## config.mk

```make
export PLATFORM = sky130hd
export DESIGN_NAME = pic_priority_ack_controller_flat
export DESIGN_NICKNAME = d
export VERILOG_FILES = /design/src/rtl/pic_priority_ack_controller_if.sv /design/src/rtl/pic_priority_ack_controller.sv /design/src/flat_wrapper.sv
export SDC_FILE = /design/constraint.sdc
export NUM_CORES = 1
export LEC_CHECK = 0
export CORE_AREA = 4 4 83 143
export DETAILED_ROUTE_END_ITERATION = 10
export DIE_AREA = 0 0 87 147
export MAX_ROUTING_LAYER = met4
export PLACE_DENSITY_LB_ADDON = 0.12
export SLEW_MARGIN = 20
export SYNTH_ARGS = -nofsm -noshare
export SYNTH_HDL_FRONTEND = slang
export SYNTH_SLANG_ARGS = --single-unit
```

## constraint.sdc

```tcl
create_clock -name clk -period 6.16 [get_ports clk]
set_input_delay 0.924 -clock clk [delete_from_list [all_inputs] [get_ports clk]]
set_output_delay 0.924 -clock clk [all_outputs]
set_load 0.01 [all_outputs]
```

## src/rtl/pic_priority_ack_controller_if.sv

```systemverilog
// Bundle of request, configuration, acknowledge and status signals between
// the configuration side / CPU side and the priority/acknowledge controller.
interface pic_priority_ack_controller_if;
    logic [7:0] ir;
    logic       ready_to_accept_interrupts_flag;
    logic       level_trigger_flag_and_edge_level_neg;
    logic [7:0] imr;
    logic [4:0] last_five_bits_of_vector_address;
    logic       aeoi_and_eoi_neg_flag;
    logic       automatic_rotation_mode_flag;
    logic [2:0] ir_level;
    logic [2:0] control_bits;
    logic       ocw2_output_flag;
    logic [1:0] read_type_flag;
    logic       inta_neg;
    logic       int_out;
    logic [7:0] vector_out;
    logic       vector_valid;
    logic [7:0] status_data;

    // Controller side
    modport slave (
        input  ir, ready_to_accept_interrupts_flag, level_trigger_flag_and_edge_level_neg,
               imr, last_five_bits_of_vector_address, aeoi_and_eoi_neg_flag,
               automatic_rotation_mode_flag, ir_level, control_bits, ocw2_output_flag,
               read_type_flag, inta_neg,
        output int_out, vector_out, vector_valid, status_data
    );

    // Driving side (configuration handler, request lines, CPU)
    modport master (
        output ir, ready_to_accept_interrupts_flag, level_trigger_flag_and_edge_level_neg,
               imr, last_five_bits_of_vector_address, aeoi_and_eoi_neg_flag,
               automatic_rotation_mode_flag, ir_level, control_bits, ocw2_output_flag,
               read_type_flag, inta_neg,
        input  int_out, vector_out, vector_valid, status_data
    );
endinterface

```

## src/rtl/pic_priority_ack_controller.sv

```systemverilog
// PIC core: IRR/ISR/rotating priority, fully nested interrupt request to the
// CPU, two-pulse INTA acknowledge returning {base, level}, OCW2 EOI/rotation.
module pic_priority_ack_controller (
    input  logic                               clk,
    input  logic                               rst,
    pic_priority_ack_controller_if.slave       bus
);

    localparam logic [0:0] ST_IDLE  = 1'b0;
    localparam logic [0:0] ST_WAIT2 = 1'b1;

    logic [7:0] r_irr;
    logic [7:0] r_isr;
    logic [2:0] r_lowest;
    logic [0:0] r_state;
    logic [7:0] r_ir_prev;
    logic       r_ocw2_prev;
    logic       r_inta_prev;
    logic [2:0] r_sel;
    logic       r_spurious;
    logic       r_int_out;
    logic [7:0] r_vector_out;
    logic       r_vector_valid;

    logic [7:0] w_cand;
    logic [3:0] w_cand_top;
    logic [3:0] w_isr_top;
    logic       w_req;
    logic       w_inta_fall;
    logic       w_ocw2_cmd;
    logic       w_ack1;
    logic       w_ack2;
    logic [7:0] w_edges;
    logic [7:0] w_ack_clr;
    logic [7:0] w_irr_n;
    logic [7:0] w_isr_n;
    logic [2:0] w_lowest_n;

    // Position in the rotating order: 0 = highest (lowest+1), 7 = lowest itself.
    function automatic logic [2:0] f_rank(input logic [2:0] lvl, input logic [2:0] lowest);
        return lvl - lowest - 3'd1;
    endfunction

    // Highest-priority set bit of mask as {found, level}; scanning from the
    // lowest-ranked slot upward lets the last hit be the winner.
    function automatic logic [3:0] f_top(input logic [7:0] mask, input logic [2:0] lowest);
        logic [3:0] res;
        logic [2:0] lvl;
        res = 4'd0;
        for (int k = 8; k >= 1; k--) begin
            lvl = lowest + 3'(k);
            if (mask[lvl]) res = {1'b1, lvl};
        end
        return res;
    endfunction

    // Priority resolution, event detection and next IRR/ISR/pointer values
    always_comb begin
        w_cand      = r_irr & ~bus.imr;
        w_cand_top  = f_top(w_cand, r_lowest);
        w_isr_top   = f_top(r_isr, r_lowest);
        w_req       = w_cand_top[3] &&
                      (!w_isr_top[3] || (f_rank(w_cand_top[2:0], r_lowest) < f_rank(w_isr_top[2:0], r_lowest)));
        w_inta_fall = r_inta_prev & ~bus.inta_neg;
        w_ocw2_cmd  = bus.ocw2_output_flag ^ r_ocw2_prev;
        w_ack1      = (r_state == ST_IDLE)  && w_inta_fall;
        w_ack2      = (r_state == ST_WAIT2) && w_inta_fall;
        w_edges     = bus.ir & ~r_ir_prev;

        // EOI clears act on the pre-edge ISR; the INTA set is applied last so it wins
        w_isr_n    = r_isr;
        w_lowest_n = r_lowest;
        if (w_ocw2_cmd) begin
            case (bus.control_bits)
                3'b001: if (w_isr_top[3]) w_isr_n[w_isr_top[2:0]] = 1'b0;
                3'b011: w_isr_n[bus.ir_level] = 1'b0;
                3'b101: if (w_isr_top[3]) begin
                            w_isr_n[w_isr_top[2:0]] = 1'b0;
                            w_lowest_n = w_isr_top[2:0];
                        end
                3'b111: begin
                            w_isr_n[bus.ir_level] = 1'b0;
                            w_lowest_n = bus.ir_level;
                        end
                3'b110: w_lowest_n = bus.ir_level;
                default: ;
            endcase
        end
        // Automatic EOI on the second pulse; its rotation overrides any OCW2 rotation
        if (w_ack2 && bus.aeoi_and_eoi_neg_flag && !r_spurious) begin
            w_isr_n[r_sel] = 1'b0;
            if (bus.automatic_rotation_mode_flag) w_lowest_n = r_sel;
        end
        if (w_ack1 && w_cand_top[3]) w_isr_n[w_cand_top[2:0]] = 1'b1;

        // A fresh edge capture beats the acknowledge clear on the same bit
        w_ack_clr = 8'd0;
        if (w_ack1 && w_cand_top[3]) w_ack_clr[w_cand_top[2:0]] = 1'b1;
        if (bus.level_trigger_flag_and_edge_level_neg)
            w_irr_n = bus.ir & ~w_ack_clr;
        else
            w_irr_n = (r_irr & ~w_ack_clr) | w_edges;
    end

    // OCW2 and INTA edge trackers follow their inputs every cycle, reset included
    always_ff @(posedge clk) begin
        r_ocw2_prev <= bus.ocw2_output_flag;
        r_inta_prev <= bus.inta_neg;
    end

    // Main state: registers, acknowledge FSM and outputs
    always_ff @(posedge clk) begin
        if (rst) begin
            r_irr          <= 8'd0;
            r_isr          <= 8'd0;
            r_lowest       <= 3'd7;
            r_state        <= ST_IDLE;
            r_ir_prev      <= 8'd0;
            r_int_out      <= 1'b0;
            r_vector_out   <= 8'd0;
            r_vector_valid <= 1'b0;
        end else if (!bus.ready_to_accept_interrupts_flag) begin
            // Reinitialisation: clear like reset but keep the last vector visible
            r_irr          <= 8'd0;
            r_isr          <= 8'd0;
            r_lowest       <= 3'd7;
            r_state        <= ST_IDLE;
            r_ir_prev      <= 8'd0;
            r_int_out      <= 1'b0;
            r_vector_valid <= 1'b0;
        end else begin
            r_irr          <= w_irr_n;
            r_isr          <= w_isr_n;
            r_lowest       <= w_lowest_n;
            r_ir_prev      <= bus.ir;
            r_int_out      <= 1'b0;
            r_vector_valid <= 1'b0;
            case (r_state)
                ST_IDLE: begin
                    if (w_inta_fall) begin
                        r_sel      <= w_cand_top[3] ? w_cand_top[2:0] : 3'd7;
                        r_spurious <= ~w_cand_top[3];
                        r_state    <= ST_WAIT2;
                    end else begin
                        r_int_out  <= w_req;
                    end
                end
                default: begin
                    if (w_inta_fall) begin
                        r_vector_out   <= {bus.last_five_bits_of_vector_address, r_sel};
                        r_vector_valid <= 1'b1;
                        r_state        <= ST_IDLE;
                    end
                end
            endcase
        end
    end

    assign bus.int_out      = r_int_out;
    assign bus.vector_out   = r_vector_out;
    assign bus.vector_valid = r_vector_valid;
    assign bus.status_data  = (bus.read_type_flag >= 2'b10) ? r_isr : r_irr;

endmodule

```

## src/flat_wrapper.sv

```systemverilog
// flat-port wrapper written by rule: the top's interface ports become plain ports
module pic_priority_ack_controller_flat 
  (clk, rst, bus_ir, bus_ready_to_accept_interrupts_flag, bus_level_trigger_flag_and_edge_level_neg, bus_imr, bus_last_five_bits_of_vector_address, bus_aeoi_and_eoi_neg_flag, bus_automatic_rotation_mode_flag, bus_ir_level, bus_control_bits, bus_ocw2_output_flag, bus_read_type_flag, bus_inta_neg, bus_int_out, bus_vector_out, bus_vector_valid, bus_status_data);
  pic_priority_ack_controller_if bus_i ();
  input  logic clk;
  input  logic rst;
  input wire logic [$bits(bus_i.ir)-1:0] bus_ir;
  input wire logic [$bits(bus_i.ready_to_accept_interrupts_flag)-1:0] bus_ready_to_accept_interrupts_flag;
  input wire logic [$bits(bus_i.level_trigger_flag_and_edge_level_neg)-1:0] bus_level_trigger_flag_and_edge_level_neg;
  input wire logic [$bits(bus_i.imr)-1:0] bus_imr;
  input wire logic [$bits(bus_i.last_five_bits_of_vector_address)-1:0] bus_last_five_bits_of_vector_address;
  input wire logic [$bits(bus_i.aeoi_and_eoi_neg_flag)-1:0] bus_aeoi_and_eoi_neg_flag;
  input wire logic [$bits(bus_i.automatic_rotation_mode_flag)-1:0] bus_automatic_rotation_mode_flag;
  input wire logic [$bits(bus_i.ir_level)-1:0] bus_ir_level;
  input wire logic [$bits(bus_i.control_bits)-1:0] bus_control_bits;
  input wire logic [$bits(bus_i.ocw2_output_flag)-1:0] bus_ocw2_output_flag;
  input wire logic [$bits(bus_i.read_type_flag)-1:0] bus_read_type_flag;
  input wire logic [$bits(bus_i.inta_neg)-1:0] bus_inta_neg;
  output wire logic [$bits(bus_i.int_out)-1:0] bus_int_out;
  output wire logic [$bits(bus_i.vector_out)-1:0] bus_vector_out;
  output wire logic [$bits(bus_i.vector_valid)-1:0] bus_vector_valid;
  output wire logic [$bits(bus_i.status_data)-1:0] bus_status_data;
  assign bus_i.ir = bus_ir;
  assign bus_i.ready_to_accept_interrupts_flag = bus_ready_to_accept_interrupts_flag;
  assign bus_i.level_trigger_flag_and_edge_level_neg = bus_level_trigger_flag_and_edge_level_neg;
  assign bus_i.imr = bus_imr;
  assign bus_i.last_five_bits_of_vector_address = bus_last_five_bits_of_vector_address;
  assign bus_i.aeoi_and_eoi_neg_flag = bus_aeoi_and_eoi_neg_flag;
  assign bus_i.automatic_rotation_mode_flag = bus_automatic_rotation_mode_flag;
  assign bus_i.ir_level = bus_ir_level;
  assign bus_i.control_bits = bus_control_bits;
  assign bus_i.ocw2_output_flag = bus_ocw2_output_flag;
  assign bus_i.read_type_flag = bus_read_type_flag;
  assign bus_i.inta_neg = bus_inta_neg;
  assign bus_int_out = bus_i.int_out;
  assign bus_vector_out = bus_i.vector_out;
  assign bus_vector_valid = bus_i.vector_valid;
  assign bus_status_data = bus_i.status_data;
  pic_priority_ack_controller u_core (.clk(clk), .rst(rst), .bus(bus_i));
endmodule
```

Word level (Yosys, flattened, before mapping)
Index checks and enable logic that the tools add are counted.
{"block": "classes", "addsub": 11, "order_cmp": 18, "n_eq_ne": 5, "mux": 72, "n_bitwise": 22, "n_reduce_logical": 21}
{"cell": "two-way mux 4 bit", "n": 16}
{"cell": "bitwise AND 8 bit", "n": 7}
{"cell": "two-way mux 8 bit", "n": 7}
{"cell": "binary-select mux 1 bit (select 3 bit)", "n": 16}
{"cell": "< comparator 3 x 4 -> 1 bit, second input constant", "n": 12}
{"cell": "NOT 8 bit", "n": 6}
{"cell": "two-way mux 1 bit", "n": 23}
{"cell": "OR 8 bit", "n": 2}
{"cell": "one-hot mux 8 bit (2 select lines)", "n": 1}
{"cell": "adder 3 bit, second input constant", "n": 4}
{"cell": "demux 1 bit (select 3 bit)", "n": 4}
{"cell": "greater-or-equal comparator 3 x 1 -> 1 bit, second input constant", "n": 4}
{"cell": "two-way mux 3 bit", "n": 4}
{"cell": "logical AND 1 bit", "n": 10}
{"cell": "equality test 3 bit, second input constant", "n": 3}
{"cell": "OR reduction 2 bit", "n": 4}
{"cell": "adder 3 x 2 -> 3 bit, second input constant", "n": 2}
{"cell": "one-hot mux 3 bit (2 select lines)", "n": 1}
{"cell": "subtractor 3 x 1 -> 3 bit, second input constant", "n": 2}
{"cell": "subtractor 3 bit", "n": 2}
{"cell": "NOT 1 bit", "n": 5}
{"cell": "AND reduction 4 bit", "n": 1}
{"cell": "OR reduction 4 bit", "n": 1}
{"cell": "adder 3 x 1 -> 3 bit, second input constant", "n": 1}
{"cell": "other kinds (10)", "n": 11}
{"block": "word_totals", "reg_bits": 44, "output_inout_bits": 18, "word_cells": 161}

Logic depth before layout (Yosys ltp)
{"block": "depth", "ltp_word": 23, "mapped_depth": 19, "depth_no_buf": 17}

Least setup slack after synthesis
No wires, ideal clock.
{"block": "synth_path", "kind": "register to register", "from": "register u_core.r_lowest[1]", "to": "register u_core.r_int_out (netlist: u_core.bus.int_out)", "setup_time_ps": 64, "t_arrival_ps": 4184, "t_required_ps": 6096, "path_slack_ps": 1912, "stages_incl_launch_ff": 20, "n_path_buf": 3, "cell_sequence": "dfxtp_1 > buf_2 > inv_1 > clkbuf_1 > ha_1 > buf_2 > mux4_2 > mux2_2 > o21ai_1 > o21ai_1 > mux2i_1 > ha_1 > fa_1 > xor2_1 > xnor2_1 > ha_1 > nor2b_1 > o21ai_0 > nand3_1 > nor2_1"}
{"block": "synth_between", "elab_chain_len": 15, "elab_cells_between_ends": 63}
{"element": "start, declared", "line": "pic_priority_ack_controller.sv:14", "rtl": "logic [2:0] r_lowest;"}
{"element": "start signal, assigned", "line": "pic_priority_ack_controller.sv:134", "rtl": "r_lowest <= w_lowest_n;"}
{"element": "adder 3 bit or binary-select mux 1 bit (select 3 bit) (tied branches)", "line": "pic_priority_ack_controller.sv:51, pic_priority_ack_controller.sv:52"}
{"element": "binary-select mux 1 bit (select 3 bit) or two-way mux 1 bit (tied branches)", "line": "pic_priority_ack_controller.sv:52", "rtl": "if (mask[lvl]) res = {1'b1, lvl};"}
{"element": "two-way mux 1 bit (implied by the code) or two-way mux 4 bit (tied branches)", "line": "pic_priority_ack_controller.sv:52"}
{"element": "two-way mux 4 bit (7 in a row)", "line": "pic_priority_ack_controller.sv:52"}
{"element": "subtractor 3 bit", "line": "pic_priority_ack_controller.sv:41", "rtl": "return lvl - lowest - 3'd1;"}
{"element": "subtractor 3 x 1 -> 3 bit", "line": "pic_priority_ack_controller.sv:41"}
{"element": "< comparator 3 bit", "line": "pic_priority_ack_controller.sv:63", "rtl": "(!w_isr_top[3] || (f_rank(w_cand_top[2:0], r_lowest) < f_rank(w_isr_top[2:0], r_lowest)));"}
{"element": "logical OR 1 bit", "line": "pic_priority_ack_controller.sv:63"}
{"element": "logical AND 1 bit (*)", "line": "pic_priority_ack_controller.sv:62", "rtl": "w_req = w_cand_top[3] &&"}
{"element": "end signal, assigned", "line": "pic_priority_ack_controller.sv:145", "rtl": "r_int_out <= w_req;"}
{"element": "end, declared", "line": "pic_priority_ack_controller.sv:21", "rtl": "logic r_int_out;"}
Mark *: on every way between the ends. The rest lies on a longest branch, timed or not. The select of a mux whose other input is x is not followed.
A chain may end at the register's enable or synchronous reset.

Worst setup path after layout
{"block": "layout_path", "from": "input bus_imr[6]", "to": "register u_core.r_int_out (netlist: u_core.bus.int_out)"}
{"block": "layout_between", "elab_chain_len": 17, "elab_cells_between_ends": 31}
{"element": "start, declared", "line": "flat_wrapper.sv:10", "rtl": "input wire logic [$bits(bus_i.imr)-1:0] bus_imr;"}
{"element": "NOT 8 bit (*)", "line": "pic_priority_ack_controller.sv:59", "rtl": "w_cand = r_irr & ~bus.imr;"}
{"element": "bitwise AND 8 bit (*)", "line": "pic_priority_ack_controller.sv:59"}
{"element": "binary-select mux 1 bit (select 3 bit)", "line": "pic_priority_ack_controller.sv:52"}
{"element": "two-way mux 1 bit (implied by the code)", "line": "pic_priority_ack_controller.sv:52"}
{"element": "two-way mux 4 bit (7 in a row)", "line": "pic_priority_ack_controller.sv:52"}
{"element": "two-way mux 4 bit (*)", "line": "pic_priority_ack_controller.sv:52"}
{"element": "net u_core.w_cand_top[0]", "line": "pic_priority_ack_controller.sv:26", "rtl": "logic [3:0] w_cand_top;"}
{"element": "subtractor 3 bit (*)", "line": "pic_priority_ack_controller.sv:41"}
{"element": "subtractor 3 x 1 -> 3 bit (*)", "line": "pic_priority_ack_controller.sv:41"}
{"element": "< comparator 3 bit (*)", "line": "pic_priority_ack_controller.sv:63"}
{"element": "logical OR 1 bit (*)", "line": "pic_priority_ack_controller.sv:63"}
{"element": "logical AND 1 bit (*)", "line": "pic_priority_ack_controller.sv:62"}
Mark *: on every way through the listed nets, which the timed path passes. The rest lies on a longest branch. The select of a mux whose other input is x is not followed.

==> flow_summary.json <==
{
  "io-pin-count": 55,
  "async_flop_share_pct": 0,
  "place_congestion": 0.932,
  "synth.avg_cell_area_um2": 8.67,
  "antenna_found_initial": 0,
  "cp-end-kind": "register",
  "h-tree-depth": 2,
  "cp_data_arrival_time_ps": 5360,
  "mostFrequentLayoutCell": "nand2_1",
  "cts_buffer_depth": 2,
  "synth_compound_area_share_pct": 22.1,
  "synth_cells": 484,
  "yosys.area_share.simple_pct": 22.1,
  "root_buffer": "clkbuf_16",
  "postCtsHoldBufs": 0,
  "dp_hpwl_um": 10300,
  "grtUsageTotal_pct": 21.6,
  "drv_cap": 0,
  "vias_per_cell": 6.25,
  "synth_top_family_by_area": "multiplexers",
  "first_pass_iters": 5,
  "max_freq_mhz": 195,
  "yosys.area_share.adder_pct": 3.64,
  "power_density_nw_per_um2": 160,
  "drt_iter0_drc": 270,
  "postRouteWirelength_um": 13300,
  "ys_seq_area_share_pct": 21.9,
  "setup_viol": 0,
  "cp.required_ps": 6380,
  "grt-ovfl-total": 0,
  "critPathSlowestCell": "mux4_2",
  "synthMuxAreaShare_pct": 22.3,
  "hp-class": "register to register",
  "layout_common_cells": "nand2_1, clkdlybuf4s50_1, dfxtp_1, nor2_1, a21oi_1",
  "cp_top_family": "adder cells",
  "netlist_area_um2": 4200,
  "power_mw": 0.789,
  "leakage_nw": 1.87,
  "finalNetCount": 570,
  "initial_core_util_pct": 39.2,
  "synth_seq_cells": 44,
  "numClockSinks": 44,
  "ys_types": 75,
  "drive_gt1_share_pct": 12.6,
  "fp.dieH_um": 147,
  "crit_buf_inv": 1,
  "clk_pin_slew_ps": 60,
  "port_buffers": 53,
  "min_period_ps": 5130,
  "grt_pass1_wl_um": 21100,
  "cts_buffers": 5,
  "route.detailed.drc": 0,
  "maxSlewHeadroom_pct": 48.2,
  "wire_per_inst_um": 20.4,
  "ctsResizeCount": 0,
  "die-area_um2": 12800,
  "area_growth_pct": 17.7,
  "synth-edff-count": 4,
  "crit_path_max_fanout": 7,
  "clk_latency_ps": 290,
  "core_um2": 10700,
  "fin_skew_ps": 2.92,
  "yosys_most_used_dff": "dfxtp_1",
  "critPathKind": "input port to register",
  "ant_nets": 0,
  "postCtsSetupBuffers": 0,
  "critPathLaunchType": "input port",
  "antenna_cells": 0,
  "setup_tns_ps": 0,
  "yosysWarnings": 0,
  "cts_tree": "yes",
  "status": "finished, final reports clean",
  "crit_chain": "clkdlybuf4s50_1 > nor2b_1 > mux2i_1 > mux4_2 > a21oi_1 > a211o_1 > nand2_1 > ha_1 > fa_1 > xnor2_1 > xnor2_1 > ha_1 > nor2b_1 > o21ai_0 > nand3_1 > nor2_1",
  "grt_pass1_vias": 4023,
  "finalCritPeriodShare_pct": 83.3,
  "rsz0062_at_grt": "false",
  "num_rows": 50,
  "ir_drop_v": 0.000192,
  "synth_xor_area_share_pct": 2.47,
  "synth_fp_nets": 532,
  "max_stage_delay_ps": 570,
  "drv_slew": 0,
  "fp.dieW_um": 87,
  "grt_max_degree": 35,
  "hold_viol_final": 0,
  "tightest_slew_ps": 776,
  "vias": 4079
}
## synth_stat cells, types with 3 or more instances
cell,instances,share of area [%]
xor2_1,4,0.83
mux4_2,23,12
and3_1,4,0.60
a311o_1,3,0.72
nor3b_1,3,0.54
buf_2,9,1.1
o31ai_1,4,0.72
nand2_1,59,5.3
mux2_2,12,3.2
nand3_1,11,1.3
a22o_1,4,0.83
o32ai_1,4,0.83
nor2_1,38,3.4
a21oi_1,28,3.3
a32o_1,6,1.4
nor2b_1,15,2.2
mux2i_1,15,3.6
ha_1,9,2.7
nand2b_1,15,2.2
o311ai_1,5,1.0
buf_6,3,0.80
nor3_1,3,0.36
mux4_1,4,2.5
and2_1,14,2.1
xnor2_1,6,1.3
a211o_1,3,0.63
clkbuf_1,16,1.4
inv_1,13,1.2
o21ai_1,3,0.36
nand3b_1,6,1.1
a211oi_1,4,0.72
dfxtp_1,40,19
a31oi_1,18,2.7
o21ai_0,17,2.0
or3b_2,3,0.63
edfxtp_1,4,2.9
a21o_1,3,0.54
nand4_1,5,0.75
## tightest hold or removal path, delay by kind of cell (launching register included)
kind	cells	cell delay (ps)
AO/OA/AOI/OAI	1	50
AND/OR/NAND/NOR	1	50
flip-flops	1	310
## registers in the layout, summed over array words and instances, names as in the netlist
register                 cells
u_core.r_sel                 3
u_core.r_spurious            1
u_core.bus.vector_valid      1
u_core.bus.int_out           1
u_core.r_isr                 8
u_core.r_lowest              3
u_core.r_irr                 8
u_core.r_ir_prev             8
u_core.r_ocw2_prev           1
u_core.r_inta_prev           1
u_core.r_state               1
u_core.bus.vector_out        8
## report_power, final
group / internal [mW] / leakage, nW / switching (mW) / total (mW)
logic: 0.0924 / 1.44 / 0.126 / 0.219
registers: 0.299 / 0.361 / 0.00885 / 0.308
clock network: 0.150 / 0.0669 / 0.113 / 0.262
total: 0.541 / 1.87 / 0.248 / 0.789
## cell type report
class,instances,area (um^2)
clock buffers,6,129
clock inverters,2,12.5
fillers,1066,5760
inverters,17,71.3
multi-input cells,393,3050
flip-flops and latches,44,922
well taps,130,163
repair buffers,61,591
## worst paths after layout
check	startpoint	endpoint	slack, ps	cells after the start
max reg2reg	u_core.r_lowest[1]	u_core.bus.int_out	1030	18
min	u_core.bus.vector_out[1]	u_core.bus.vector_out[1]	450	2
max	bus_imr[6]	u_core.bus.int_out	1030	16
min reg2reg	u_core.bus.vector_out[1]	u_core.bus.vector_out[1]	450	2
## metrics by stage
step                hold WS, ps  instances  utilization, %  instance area, um^2  setup WS [ps]
floorplan                   467        484               -                 4200           1910
global placement            442        645            44.9                 4800            807
detailed placement          449        645            44.9                 4800            748
CTS                         460        653            46.2                 4940           1020
global route                479        653            46.2                 4940            764
finish                      454        653            46.2                 4940           1030
## cell families after synthesis
kind of cell,after synthesis
buf+inv,47
xor+xnor,11
compound gates,130
mux,56
fa+ha+maj,11
simple gates,185
flops,44
## routing by layer
layer  part of all wire (%)  global-route usage [%]  vias up
met1                     36                    22.7     2004
met5                      0                       -        -
met2                     57                    40.4      138
li1                       -                       -     1909
met4                    2.6                    7.88        0
met3                    4.0                    1.85       28
(Power assumes the default switching activity.)
